`src/rtl/keypad_pkg.sv`:
```
// Shared types and constants for the 4x4 keypad scanner: FSM states, geometry,
// row reset pattern and the row/column to hex keymap.
package keypad_pkg;

    localparam int unsigned NUM_ROWS = 4;
    localparam int unsigned NUM_COLS = 4;

    localparam logic [NUM_ROWS-1:0] ROW_RESET = 4'b1110;

    typedef enum logic [1:0] {
        StScan,
        StDebounce,
        StHeld,
        StRelease
    } state_e;

    // Indexed [row][col]; row/col 0 is bit 0 of rows/cols.
    localparam logic [3:0] KEYMAP [NUM_ROWS][NUM_COLS] = '{
        '{4'h1, 4'h2, 4'h3, 4'hA},
        '{4'h4, 4'h5, 4'h6, 4'hB},
        '{4'h7, 4'h8, 4'h9, 4'hC},
        '{4'hE, 4'h0, 4'hF, 4'hD}
    };

    // Index of the single low bit in a one-cold nibble.
    function automatic logic [1:0] low_index(logic [3:0] v);
        case (v)
            4'b1110: return 2'd0;
            4'b1101: return 2'd1;
            4'b1011: return 2'd2;
            4'b0111: return 2'd3;
            default: return 2'd0;
        endcase
    endfunction

endpackage

```
`src/rtl/keypad_scanner_if.sv`:
```
// Keypad-side and key-event signals of the scanner; master is the scanner,
// slave is the keypad/consumer side.
interface keypad_scanner_if;

    logic [keypad_pkg::NUM_COLS-1:0] cols;
    logic [keypad_pkg::NUM_ROWS-1:0] rows;
    logic                            key_valid;
    logic [3:0]                      key_code;
    logic                            key_held;

    modport master (
        input  cols,
        output rows,
        output key_valid,
        output key_code,
        output key_held
    );

    modport slave (
        output cols,
        input  rows,
        input  key_valid,
        input  key_code,
        input  key_held
    );

endinterface

```
`src/rtl/scan_tick_gen.sv`:
```
// Free-running divider producing a one-clk tick every SCAN_DIV clocks.
module scan_tick_gen #(
    parameter int unsigned SCAN_DIV = 100000
) (
    input  logic clk,
    input  logic reset,
    output logic tick
);

    localparam int unsigned CntW = (SCAN_DIV > 2) ? $clog2(SCAN_DIV) : 1;
    localparam logic [CntW-1:0] CntLast = CntW'(SCAN_DIV - 1);

    logic [CntW-1:0] cnt_q, cnt_d;

    assign tick = (cnt_q == CntLast);

    always_comb begin
        cnt_d = cnt_q + 1'b1;
        if (tick) cnt_d = '0;
    end

    always_ff @(posedge clk) begin
        if (reset) cnt_q <= '0;
        else       cnt_q <= cnt_d;
    end

endmodule

```
`src/rtl/keypad_scanner.sv`:
```
// 4x4 matrix keypad scanner with debounce and no rollover.
// Define KEYPAD_REPEAT_EN to re-issue key_valid every REPEAT_TICKS ticks while held.
module keypad_scanner
    import keypad_pkg::*;
#(
    parameter int unsigned SCAN_DIV     = 100000,
    parameter int unsigned DEB_TICKS    = 20,
    parameter int unsigned REPEAT_TICKS = 250
) (
    input  logic              clk,
    input  logic              reset,
    keypad_scanner_if.master  kp
);

    if (SCAN_DIV < 2 || DEB_TICKS < 1 || REPEAT_TICKS < 1) begin : g_param_err
        $error("keypad_scanner: illegal parameter value");
    end

    localparam int unsigned DebW = (DEB_TICKS > 1) ? $clog2(DEB_TICKS) : 1;
    localparam logic [DebW-1:0] DebLast = DebW'(DEB_TICKS - 1);

    logic                tick;
    logic [NUM_COLS-1:0] sync1_q, sync2_q;
    state_e              state_q, state_d;
    logic [NUM_ROWS-1:0] rows_q, rows_d;
    logic [NUM_COLS-1:0] pat_q, pat_d;
    logic [DebW-1:0]     deb_q, deb_d;
    logic [3:0]          code_q, code_d;
    logic                held_q, held_d;
    logic                valid_q, valid_d;
    logic                all_high, one_low;
    logic [NUM_ROWS-1:0] rows_next;

    scan_tick_gen #(
        .SCAN_DIV (SCAN_DIV)
    ) u_tick (
        .clk   (clk),
        .reset (reset),
        .tick  (tick)
    );

    assign all_high  = &sync2_q;
    assign one_low   = $onehot(~sync2_q);
    assign rows_next = {rows_q[NUM_ROWS-2:0], rows_q[NUM_ROWS-1]};

`ifdef KEYPAD_REPEAT_EN
    localparam int unsigned RepW = (REPEAT_TICKS > 1) ? $clog2(REPEAT_TICKS) : 1;
    localparam logic [RepW-1:0] RepLast = RepW'(REPEAT_TICKS - 1);
    logic [RepW-1:0] rep_q, rep_d;
`endif

    always_comb begin
        state_d = state_q;
        rows_d  = rows_q;
        pat_d   = pat_q;
        deb_d   = deb_q;
        code_d  = code_q;
        held_d  = held_q;
        valid_d = 1'b0;
`ifdef KEYPAD_REPEAT_EN
        rep_d   = rep_q;
`endif
        if (tick) begin
            unique case (state_q)
                StScan: begin
                    if (one_low) begin
                        state_d = StDebounce;
                        pat_d   = sync2_q;
                        deb_d   = '0;
                    end else begin
                        rows_d = rows_next;
                    end
                end
                StDebounce: begin
                    // A bounce drops back to SCAN; rotation continues from the next tick.
                    if (sync2_q != pat_q) begin
                        state_d = StScan;
                    end else if (deb_q == DebLast) begin
                        state_d = StHeld;
                        valid_d = 1'b1;
                        held_d  = 1'b1;
                        code_d  = KEYMAP[low_index(rows_q)][low_index(pat_q)];
`ifdef KEYPAD_REPEAT_EN
                        rep_d   = '0;
`endif
                    end else begin
                        deb_d = deb_q + 1'b1;
                    end
                end
                StHeld: begin
                    if (all_high) begin
                        state_d = StRelease;
                        deb_d   = '0;
                    end else begin
`ifdef KEYPAD_REPEAT_EN
                        if (rep_q == RepLast) begin
                            rep_d   = '0;
                            valid_d = 1'b1;
                        end else begin
                            rep_d = rep_q + 1'b1;
                        end
`endif
                    end
                end
                StRelease: begin
                    if (!all_high) begin
                        state_d = StHeld;
`ifdef KEYPAD_REPEAT_EN
                        rep_d   = '0;
`endif
                    end else if (deb_q == DebLast) begin
                        state_d = StScan;
                        held_d  = 1'b0;
                        rows_d  = rows_next;
                    end else begin
                        deb_d = deb_q + 1'b1;
                    end
                end
                default: state_d = StScan;
            endcase
        end
    end

    always_ff @(posedge clk) begin
        if (reset) begin
            sync1_q <= '1;
            sync2_q <= '1;
            state_q <= StScan;
            rows_q  <= ROW_RESET;
            pat_q   <= '1;
            deb_q   <= '0;
            code_q  <= 4'h0;
            held_q  <= 1'b0;
            valid_q <= 1'b0;
        end else begin
            sync1_q <= kp.cols;
            sync2_q <= sync1_q;
            state_q <= state_d;
            rows_q  <= rows_d;
            pat_q   <= pat_d;
            deb_q   <= deb_d;
            code_q  <= code_d;
            held_q  <= held_d;
            valid_q <= valid_d;
        end
    end

`ifdef KEYPAD_REPEAT_EN
    always_ff @(posedge clk) begin
        if (reset) rep_q <= '0;
        else       rep_q <= rep_d;
    end
`endif

    assign kp.rows      = rows_q;
    assign kp.key_valid = valid_q;
    assign kp.key_code  = code_q;
    assign kp.key_held  = held_q;

endmodule

```
`src/flat_wrapper.sv`:
```
// flat-port wrapper written by rule: the top's interface ports become plain ports
module keypad_scanner_flat import keypad_pkg::*;
#(
    parameter int unsigned SCAN_DIV     = 100000,
    parameter int unsigned DEB_TICKS    = 20,
    parameter int unsigned REPEAT_TICKS = 250
)
  (clk, reset, kp_cols, kp_rows, kp_key_valid, kp_key_code, kp_key_held);
  keypad_scanner_if kp_i ();
  input  logic clk;
  input  logic reset;
  input wire logic [$bits(kp_i.cols)-1:0] kp_cols;
  output wire logic [$bits(kp_i.rows)-1:0] kp_rows;
  output wire logic [$bits(kp_i.key_valid)-1:0] kp_key_valid;
  output wire logic [$bits(kp_i.key_code)-1:0] kp_key_code;
  output wire logic [$bits(kp_i.key_held)-1:0] kp_key_held;
  assign kp_i.cols = kp_cols;
  assign kp_rows = kp_i.rows;
  assign kp_key_valid = kp_i.key_valid;
  assign kp_key_code = kp_i.key_code;
  assign kp_key_held = kp_i.key_held;
  keypad_scanner #(.SCAN_DIV(SCAN_DIV), .DEB_TICKS(DEB_TICKS), .REPEAT_TICKS(REPEAT_TICKS)) u_core (.clk(clk), .reset(reset), .kp(kp_i));
endmodule
```
`config.mk`:
```
export PLATFORM = sky130hd
export DESIGN_NAME = keypad_scanner_flat
export DESIGN_NICKNAME = d
export VERILOG_FILES = /design/src/rtl/keypad_pkg.sv /design/src/rtl/keypad_scanner_if.sv /design/src/rtl/scan_tick_gen.sv /design/src/rtl/keypad_scanner.sv /design/src/flat_wrapper.sv
export SDC_FILE = /design/constraint.sdc
export NUM_CORES = 1
export LEC_CHECK = 0
export CAP_MARGIN = 20
export CORE_ASPECT_RATIO = 1.4
export CORE_MARGIN = 2
export CORE_UTILIZATION = 50
export CTS_CLUSTER_DIAMETER = 80
export DETAILED_ROUTE_END_ITERATION = 10
export PLACE_DENSITY = 0.69
export SLEW_MARGIN = 20
export SYNTH_ARGS = -nofsm -noshare
export SYNTH_HDL_FRONTEND = slang
export SYNTH_SLANG_ARGS = --single-unit
```
`constraint.sdc`:
```
create_clock -name clk -period 3.14 [get_ports clk]
set_input_delay 0.628 -clock clk [delete_from_list [all_inputs] [get_ports clk]]
set_output_delay 0.628 -clock clk [all_outputs]
set_load 0.02 [all_outputs]
```
==> results of run 1 <==
==> synthesized netlist by cell type (4+ instances only) <==
library cell	instances
nor3_1	7
xor2_1	9
or2_2	9
xnor2_1	13
nor2_1	28
a211o_1	7
ha_1	7
a21oi_1	10
clkbuf_1	7
nand4_1	7
and4b_1	4
o21ai_0	5
inv_1	11
and3_1	5
nor2b_1	8
dfxtp_1	46
nand2_1	14
nand3_1	13
==> cells in the final DEF, fill, tap and decap left out, drive strengths merged, types with 5 or more instances in the layout <==
| master | instances |
|---|---|
| clkdlybuf4s50 | 15 |
| a21oi | 10 |
| inv | 11 |
| and3 | 6 |
| nor3 | 9 |
| ha | 7 |
| nor2 | 28 |
| o21ai | 5 |
| a211o | 7 |
| nand2 | 15 |
| dfxtp | 46 |
| clkbuf | 5 |
| nor2b | 8 |
| or2 | 10 |
| xnor2 | 13 |
| xor2 | 9 |
| nand4 | 7 |
| nand3 | 14 |
==> worst max-delay path, delay by kind of cell, from the launching register on <==
kind | cells | cell delay [ns]
AOI/OAI and AO/OA | 1 | 0.28
adders and majority gates | 3 | 0.93
buffers and inverters | 1 | 0.06
DFF | 1 | 0.41
and+or+nand+nor | 4 | 1.14
==> routing by layer <==
layer / GRT usage, % / share of wire (%)
met1: 20.4 / 41
met2: 34.2 / 55
met3: 3.12 / 2.7
met4: 8.69 / 1.8
met5: 0 / 0
==> flip-flops by register name (all words and copies together), names as in the netlist <==
register	flops
u_core.pat_q	4
u_core.kp.key_valid	1
u_core.kp.key_code	4
u_core.kp.key_held	1
u_core.u_tick.cnt_q	17
u_core.state_q	2
u_core.kp.rows	4
u_core.sync2_q	4
u_core.deb_q	5
u_core.sync1_q	4
==> where the power goes <==
| part | internal (mW) | leakage (nW) | switching, mW | total, mW |
|---|---|---|---|---|
| clock network | 0.234 | 0.0579 | 0.204 | 0.439 |
| registers | 0.591 | 0.373 | 0.00554 | 0.596 |
| logic | 0.0279 | 0.556 | 0.0362 | 0.0642 |
==> cells by family after synthesis <==
group | after synthesis | synth area share (%)
simple gates | 118 | 29.0
mux | 2 | 0.821
fa+ha+maj | 8 | 4.41
flops | 46 | 37.8
buf+inv | 25 | 4.98
xor+xnor | 22 | 7.91
compound gates | 46 | 15.1
==> through the flow <==
stage	instances	area [um2]	setup slack, ns	utilization (%)
floorplan	267	2440	0.390	-
global placement	333	2590	0.276	54.4
detailed placement	333	2590	0.225	54.4
CTS	341	2700	0.202	56.7
global route	341	2700	0.0796	56.7
finish	341	2700	0.215	56.7
==> final cells by class <==
| cell class | instances | area, um2 |
|---|---|---|
| fill | 463 | 2060 |
| tap | 64 | 80.1 |
| multi-input combinational | 196 | 1400 |
| inverter | 11 | 41.3 |
| timing repair buffer | 16 | 158 |
| sequential | 46 | 921 |
| clock buffer | 5 | 68.8 |
| clock inverter | 3 | 40.0 |
==> worst max path at each step <==
stage / start / to / slack (ns) / depth (start not counted)
floorplan: u_core.sync2_q[0] / u_core.pat_q[3] / 0.39 / 9
global placement: u_core.sync2_q[0] / u_core.pat_q[3] / 0.28 / 9
detailed placement: u_core.sync2_q[2] / u_core.pat_q[2] / 0.22 / 9
CTS: u_core.sync2_q[0] / u_core.pat_q[1] / 0.20 / 9
global route: u_core.sync2_q[0] / u_core.pat_q[3] / 0.08 / 9
finish: u_core.sync2_q[0] / u_core.pat_q[1] / 0.22 / 9
==> impl_metrics.toml, run 1 <==
[critical_path]
crit_top_cell = "ha_1"
start_kind = "flop"
crit_chain = "inv_1 -> ha_1 -> ha_1 -> fa_1 -> or3b_4 -> or3_4 -> nor3_4 -> nor2b_1 -> a211o_1"
required_ns = 3.33
r2r-start = "u_core.sync2_q[0]"
rrSetupSlack_ns = 0.22
cpPeakStageDelay_ns = 0.43
cp_data_arrival_time_ns = 3.12
crit_type = "reg -> reg"
rr_worst_depth = 9
crit_path_end_kind = "flop"
crit_fanout = 8
worstReg2RegEnd = "u_core.pat_q[1]"
cp_slowest_cell = "fa_1"

[clock_tree]
cts_resized = 0
cts_buffer_depth = 2
ctsHtreeMaxLevel = 2
cts_sinks = 46
ctsHoldBuffers = 0
root_buffer = "clkbuf_8"
cts_tree = "built"
post-cts-setup-buffers = 0
clk_pin_slew_ns = 0.08
clkLatencyLatePin_ns = 0.30
cts_buffers = 5

[power_and_ir_drop]
power.total_mw = 1.10
irDropWorstVdd_v = 0.000310
power.leakage_nw = 0.987
power_density_mw_per_mm2 = 407

[floorplan]
initial_core_util_pct = 51.1
fp.coreArea_mm2 = 0.00477
die_area_mm2 = 0.00546
ios = 16
die_h_um = 86.6
die_w_um = 63.0
std_cell_rows = 30

[drt]
first_pass_iters = 4
via_count = 1922
drc = 0
routed_wl_um = 4730
drt-wirelength-per-cell_um = 13.9
drt-vias-per-instance = 5.64
antenna_left = 0
first_iter_violations = 78

[finish]
nets = 290
drive_gt1_share_pct = 13.4
syn_to_final_growth_pct = 10.9
num_antenna_cells = 0

[logic_synthesis]
syn_area_mm2 = 0.00244
netlist_top_cells_area = "dfxtp_1 (38%), xnor2_1 (4.7%), nor2_1 (4.3%)"
synth_warnings = 0
syn_inst = 267
synth_edf_count = 0
syn_area_per_cell_um2 = 9.13
synth.largest_area_cell = "dfxtp_1"
seq_area_frac_synth_pct = 37.8
synth_flop_cell = "dfxtp_1"
synth-async-reset-ratio_pct = 0
synth_seq_cells = 46
yosysUniqueCellTypes = 59
synth_fp_nets = 281
yosysTopAreaCellShare_pct = 37.8

[sta]
post-route-period-util_pct = 93.2
grt_setup_unrepaired = "no"
setup-tns-final_ns = 0
tightest_slew_ns = 0.601
setup_violations = 0
fin_skew_ns = 0.00559
min_period_ns = 2.92
max_slew_margin_pct = 59.6
hold_viol_final = 0
whs_ns = 0.414
drv_slew = 0
fmax_mhz = 342

[min_path]
hold_end = "u_core.sync2_q[3]"
hold_start = "u_core.sync1_q[3]"
hold_class = "reg -> reg"
whs_path_depth = 1

[global_route]
antenna_found_initial = 0
grt_pass1_vias = 1806
grt_pass1_wl_um = 8100
globalRouteTotalUtil_pct = 18.5
grt_start_max_net_pins = 23
grt-ovfl-total = 0

[run]
maxCapViolations = 0

[outcome]
status = "complete, no violations"

[placement]
gp_congestion = 0.780
dp_hpwl_um = 3490
port_buffers = 15
Note: power is estimated with default switching activity, not from simulation.
==> inputs of run 2 (changes only) <==
Settings changed: PLACE_DENSITY 0.69 to 0.72, SLEW_MARGIN 20 to not set.
Clock period 3.14 ns to 2.4 ns, I/O delays scaled along.
==> run 2 against run 1 <==
- the run now ends with negative setup slack left
- maximum frequency up 9.2%
- sequential share of layout area shrank 2.1 points
- routed wire length is 3.2% higher
- sequential power increased by 31%
- critical path depth stayed put
- cell area rose by 7.1%
- setup slack lost 0.49 ns
- cell count is 4.4% higher
- core utilization up 4.0 points
- hold slack worse by 0.0093 ns
- clock power grew 11%
- largest cell class unchanged
==> impl_metrics.toml, run 2 (same netlist as run 1, synthesis figures left out) <==
[outcome]
failed_checks = "negative setup slack"
status = "finished with violations"

[critical_path]
crit_fanout = 7
cp_data_arrival_time_ns = 2.87
crit_path_end_kind = "flop"
crit_type = "reg -> reg"
start_kind = "flop"
required_ns = 2.59

[floorplan]
die_area_mm2 = 0.00546
die_h_um = 86.6
die_w_um = 63.0
ios = 16
initial_core_util_pct = 51.1
fp.coreArea_mm2 = 0.00477
std_cell_rows = 30

[finish]
seq_area_um2 = 926
final_cell_mix = "dfxtp_1 (42), nor2_1 (28), clkdlybuf4s50_1 (15), nand2_1 (14)"
regMostFlops = "u_core.u_tick.cnt_q"
fin_util_pct = 60.8
drive_gt1_share_pct = 22.3
largest_register_ffs = 17
num_antenna_cells = 0
layout_commonest_cell = "dfxtp_1"
multi_input_area_mm2 = 0.00148
fin_cells = 356
stdcell_area_mm2 = 0.00290
syn_to_final_growth_pct = 18.8
top_regs = "u_core.u_tick.cnt_q x17, u_core.deb_q x5"
nets = 305
fill_cells = 438

[placement]
dp_cells = 342
dp_hpwl_um = 3430
gp_congestion = 0.760
postPlaceCellArea_mm2 = 0.00268
port_buffers = 15

[sta]
fmax_mhz = 373
max_slew_margin_pct = 67.7
grt_setup_unrepaired = "yes"
drv_slew = 0
tightest_slew_ns = 0.472
setup_violations = 14
fin_skew_ns = 0.00961
hold_viol_final = 0
timing.final.ws_setup_ns = -0.279
post-route-period-util_pct = 112
min_period_ns = 2.68

[clock_tree]
clk_pin_slew_ns = 0.08
ctsHtreeMaxLevel = 2
cts_sinks = 46
cts_tree = "built"
cts_buffers = 5
clkLatencyLatePin_ns = 0.30
cts_buffer_depth = 2
root_buffer = "clkbuf_8"

[min_path]
hold_class = "reg -> reg"

[global_route]
grt-ovfl-total = 0
grt_pass1_wl_um = 8480
antenna_found_initial = 0
grt_start_max_net_pins = 20
grt_pass1_vias = 1883
globalRouteTotalUtil_pct = 19.3

[drt]
first_iter_violations = 111
via_count = 1970
drt-vias-per-instance = 5.53
drt-wirelength-per-cell_um = 13.7
routed_wl_um = 4880
antenna_left = 0
drc = 0
first_pass_iters = 4

[power_and_ir_drop]
irDropWorstVdd_v = 0.000239
power.leakage_nw = 1.05
power_density_mw_per_mm2 = 483

[run]
maxCapViolations = 0
## run 2: cell types whose count changed in the layout (fill, tap and decap cells not counted), moves of 2 or more
| cell | previous run | this run |
|---|---|---|
| dfxtp_2 | 0 | 4 |
| inv_2 | 0 | 4 |
| dfxtp_1 | 46 | 42 |
| inv_1 | 11 | 7 |
| buf_6 | 0 | 2 |
| buf_4 | 1 | 13 |
| ha_1 | 7 | 4 |
| ha_4 | 0 | 3 |
## run 2: cell type report
| class | count | area share, % |
|---|---|---|
| clock buffer | 6 | 2.85 |
| clock inverter | 2 | 0.432 |
| inverter | 11 | 1.43 |
| multi-input combinational | 197 | 51.2 |
| sequential | 46 | 32.0 |
| tap | 64 | 2.76 |
| timing repair buffer | 30 | 9.33 |
## run 2: worst max-delay path, cell delays in order, from the launching register on
cell,delay [ns]
dfxtp_2,0.34
inv_2,0.04
ha_4,0.23
ha_4,0.15
fa_1,0.46
or3b_4,0.39
or3_4,0.35
nor3_4,0.24
nor2b_1,0.08
a211o_1,0.27
## run 2: worst paths after layout
check	startpoint	slack, ns	end	cells past startpoint
worst max-delay path	u_core.sync2_q[3]	-0.28	u_core.pat_q[3]	9
worst min-delay path	u_core.sync1_q[1]	0.41	u_core.sync2_q[1]	1
worst max register to register	u_core.sync2_q[3]	-0.28	u_core.pat_q[3]	9
worst min register to register	u_core.sync1_q[1]	0.41	u_core.sync2_q[1]	1
## run 2: power by group
group | switching [mW] | internal [mW] | leakage, nW
registers | 0.00541 | 0.774 | 0.372
logic | 0.0653 | 0.0682 | 0.627
clock network | 0.255 | 0.232 | 0.0472
## run 2: metal layers
| layer | GRT usage (%) | vias up | routed length (um) |
|---|---|---|---|
| met5 | 0 | - | 0 |
| li1 | - | 999 | - |
| met2 | 34.2 | 24 | 2590 |
| met1 | 23.3 | 939 | 2100 |
| met4 | 7.27 | 0 | 65 |
| met3 | 3.25 | 8 | 130 |
## run 2: metrics by stage
step	hold slack (ns)	setup TNS (ns)	power, mW	setup WS (ns)
after detailed placement	0.397	-2.94	0.894	-0.386
final	0.405	-2.96	1.40	-0.279
after floorplan	0.389	-2.07	0.863	-0.337
after CTS	0.411	-2.10	1.41	-0.249
after global placement	0.393	-2.56	0.892	-0.342
after global routing	0.417	-4.12	1.46	-0.356
## run 2: timing repair
item / 4_1_cts / 5_1_grt
pin swaps: 15 / 4
hold buffers: 0 / 0
cloned: 1 / 0
resized for setup: 12 / 1
setup endpoints to repair: 13 / 14
buffers inserted: 4 / 1
==> inputs of run 3 (changes only) <==
Settings changed: CORE_UTILIZATION 50 to 53, PLACE_DENSITY 0.72 to 0.76.
==> run 3 against run 2 <==
- count of clock-buffer cells in the layout unchanged
- sequential share of layout area up 0.11 points
- cell area shrank 0.35%
- the flow still finishes with violations (negative setup slack)
- cell count decreased by 1.1%
- hold slack lost 0.0021 ns
- clock power about the same
- critical path depth unchanged
- register-to-register slack lost 0.06 ns
- via count is 0.81% higher
- core utilization grew 3.9 points
- critical endpoint is now u_core.pat_q[0]
==> impl_metrics.toml, run 3 (same netlist as run 1, synthesis figures left out) <==
[clock_tree]
cts_sinks = 46
cts_tree = "built"
clkLatencyLatePin_ns = 0.30
cts_buffers = 5
clk_pin_slew_ns = 0.08
ctsHoldBuffers = 0
cts_buffer_depth = 2
root_buffer = "clkbuf_8"
ctsHtreeMaxLevel = 2

[critical_path]
crit_fanout = 7
crit_chain = "inv_2 -> ha_4 -> ha_4 -> fa_1 -> or3b_4 -> or3_4 -> nor3_4 -> nor2b_1 -> a211o_1"
cp_data_arrival_time_ns = 2.93
crit_path_end_kind = "flop"
worstReg2RegEnd = "u_core.pat_q[0]"
rr_worst_depth = 9
crit_type = "reg -> reg"
cp_slowest_cell = "fa_1"
critPathLaunch = "u_core.sync2_q[1]"
r2r-start = "u_core.sync2_q[1]"
start_kind = "flop"
crit_top_cell = "ha_4"
cpPeakStageDelay_ns = 0.47
rrSetupSlack_ns = -0.33
required_ns = 2.59

[placement]
dp_hpwl_um = 3440
gp_congestion = 0.769
pre_cts_slack_ns = -0.438
port_buffers = 15

[sta]
hold_viol_final = 0
timing.final.ws_setup_ns = -0.335
fin_skew_ns = 0.00934
drv_slew = 0
setup_violations = 14
fmax_mhz = 366
min_period_ns = 2.73
whs_ns = 0.403
tightest_slew_ns = 0.434
grt_setup_unrepaired = "yes"
max_slew_margin_pct = 71.0
post-route-period-util_pct = 114

[power_and_ir_drop]
power_density_mw_per_mm2 = 485
power.leakage_nw = 1.04
irDropWorstVdd_v = 0.000478
power.total_mw = 1.40

[min_path]
hold_start = "u_core.sync1_q[1]"
hold_end = "u_core.sync2_q[1]"
hold_class = "reg -> reg"
whs_path_depth = 1

[finish]
layout_commonest_cell = "dfxtp_1"
drive_gt1_share_pct = 22.1
final_cell_mix = "dfxtp_1 (42), nor2_1 (28), clkdlybuf4s50_1 (15), nand2_1 (14), xnor2_1 (13)"
nets = 303
num_antenna_cells = 0
regMostFlops = "u_core.u_tick.cnt_q"
fill_cells = 380
seq_area_um2 = 926
multi_input_area_mm2 = 0.00149
largest_register_ffs = 17
syn_to_final_growth_pct = 18.4
top_regs = "u_core.u_tick.cnt_q x17, u_core.deb_q x5"

[global_route]
grt_start_max_net_pins = 19
grt-ovfl-total = 0
antenna_found_initial = 0
globalRouteTotalUtil_pct = 20.7
grt_pass1_vias = 1904
grt_pass1_wl_um = 8340

[drt]
drt-vias-per-instance = 5.64
antenna_left = 0
via_count = 1986
first_pass_iters = 4
drt-wirelength-per-cell_um = 13.9
first_iter_violations = 140
routed_wl_um = 4900
drc = 0

[floorplan]
ios = 16
fp.coreArea_mm2 = 0.00446
initial_core_util_pct = 54.6
die_h_um = 84.2
die_area_mm2 = 0.00517
std_cell_rows = 29
die_w_um = 61.3

[outcome]
failed_checks = "negative setup slack"
status = "finished with violations"

[run]
maxCapViolations = 0
[run 3: cell count changes in the layout (fill, tap and decap cells not counted)]
cell     previous run  this run
inv_1               7         8
inv_2               4         3
buf_4              13        11
a21oi_1            10         9
a21oi_2             0         1
o21ai_2             0         1
o21ai_0             4         3
[run 3: cell type report]
| class | instances | share of cell area, % |
|---|---|---|
| Inverter | 11 | 1.43 |
| Multi-Input combinational cell | 197 | 51.7 |
| Clock inverter | 2 | 0.433 |
| Tap cell | 62 | 2.69 |
| Timing Repair Buffer | 28 | 8.84 |
| Sequential cell | 46 | 32.1 |
| Clock buffer | 6 | 2.86 |
[run 3: through the flow]
stage	util (%)	area (um2)	cells	TNS [ns]
6_report	64.7	2890	352	-3.21
5_1_grt	64.7	2890	352	-4.32
4_1_cts	64.1	2860	351	-2.67
3_5_place_dp	59.9	2670	340	-3.35
3_3_place_gp	59.9	2670	340	-2.55
2_1_floorplan	-	2450	267	-2.07
[run 3: worst max-delay path, delay by kind of cell, from the launching register on]
family                   cells  cell delay (ns)
AND/OR/NAND/NOR              4             1.12
adder cells (fa/ha/maj)      3             0.86
flip-flops                   1             0.34
AO/OA/AOI/OAI                1             0.27
buffers and inverters        1             0.04
[run 3: repair_timing]
item	in CTS	in global routing
setup endpoints to repair	13	14
gates resized for setup	10	5
pin swaps	17	11
setup buffers	3	1
cloned	1	0
[run 3: where the power goes]
group / leakage [nW] / switching (mW) / total (mW) / internal, mW
Sequential: 0.372 / 0.00545 / 0.779 / 0.774
Combinational: 0.621 / 0.0662 / 0.135 / 0.0691
Clock: 0.0472 / 0.255 / 0.486 / 0.232
[run 3: worst max path at each step]
| stage | end | depth (start not counted) |
|---|---|---|
| floorplan | u_core.pat_q[0] | 9 |
| global placement | u_core.pat_q[1] | 9 |
| detailed placement | u_core.pat_q[0] | 9 |
| CTS | u_core.pat_q[0] | 9 |
| global route | u_core.pat_q[0] | 9 |
| finish | u_core.pat_q[0] | 9 |
[run 3: layer usage]
metal  share of wire (%)  vias up  track usage, %
met5                   0        -               0
met4                 1.7        0            8.70
met3                 2.1        5            3.39
met2                  53       32            35.4
met1                  43      959            24.7
li1                    -      990               -
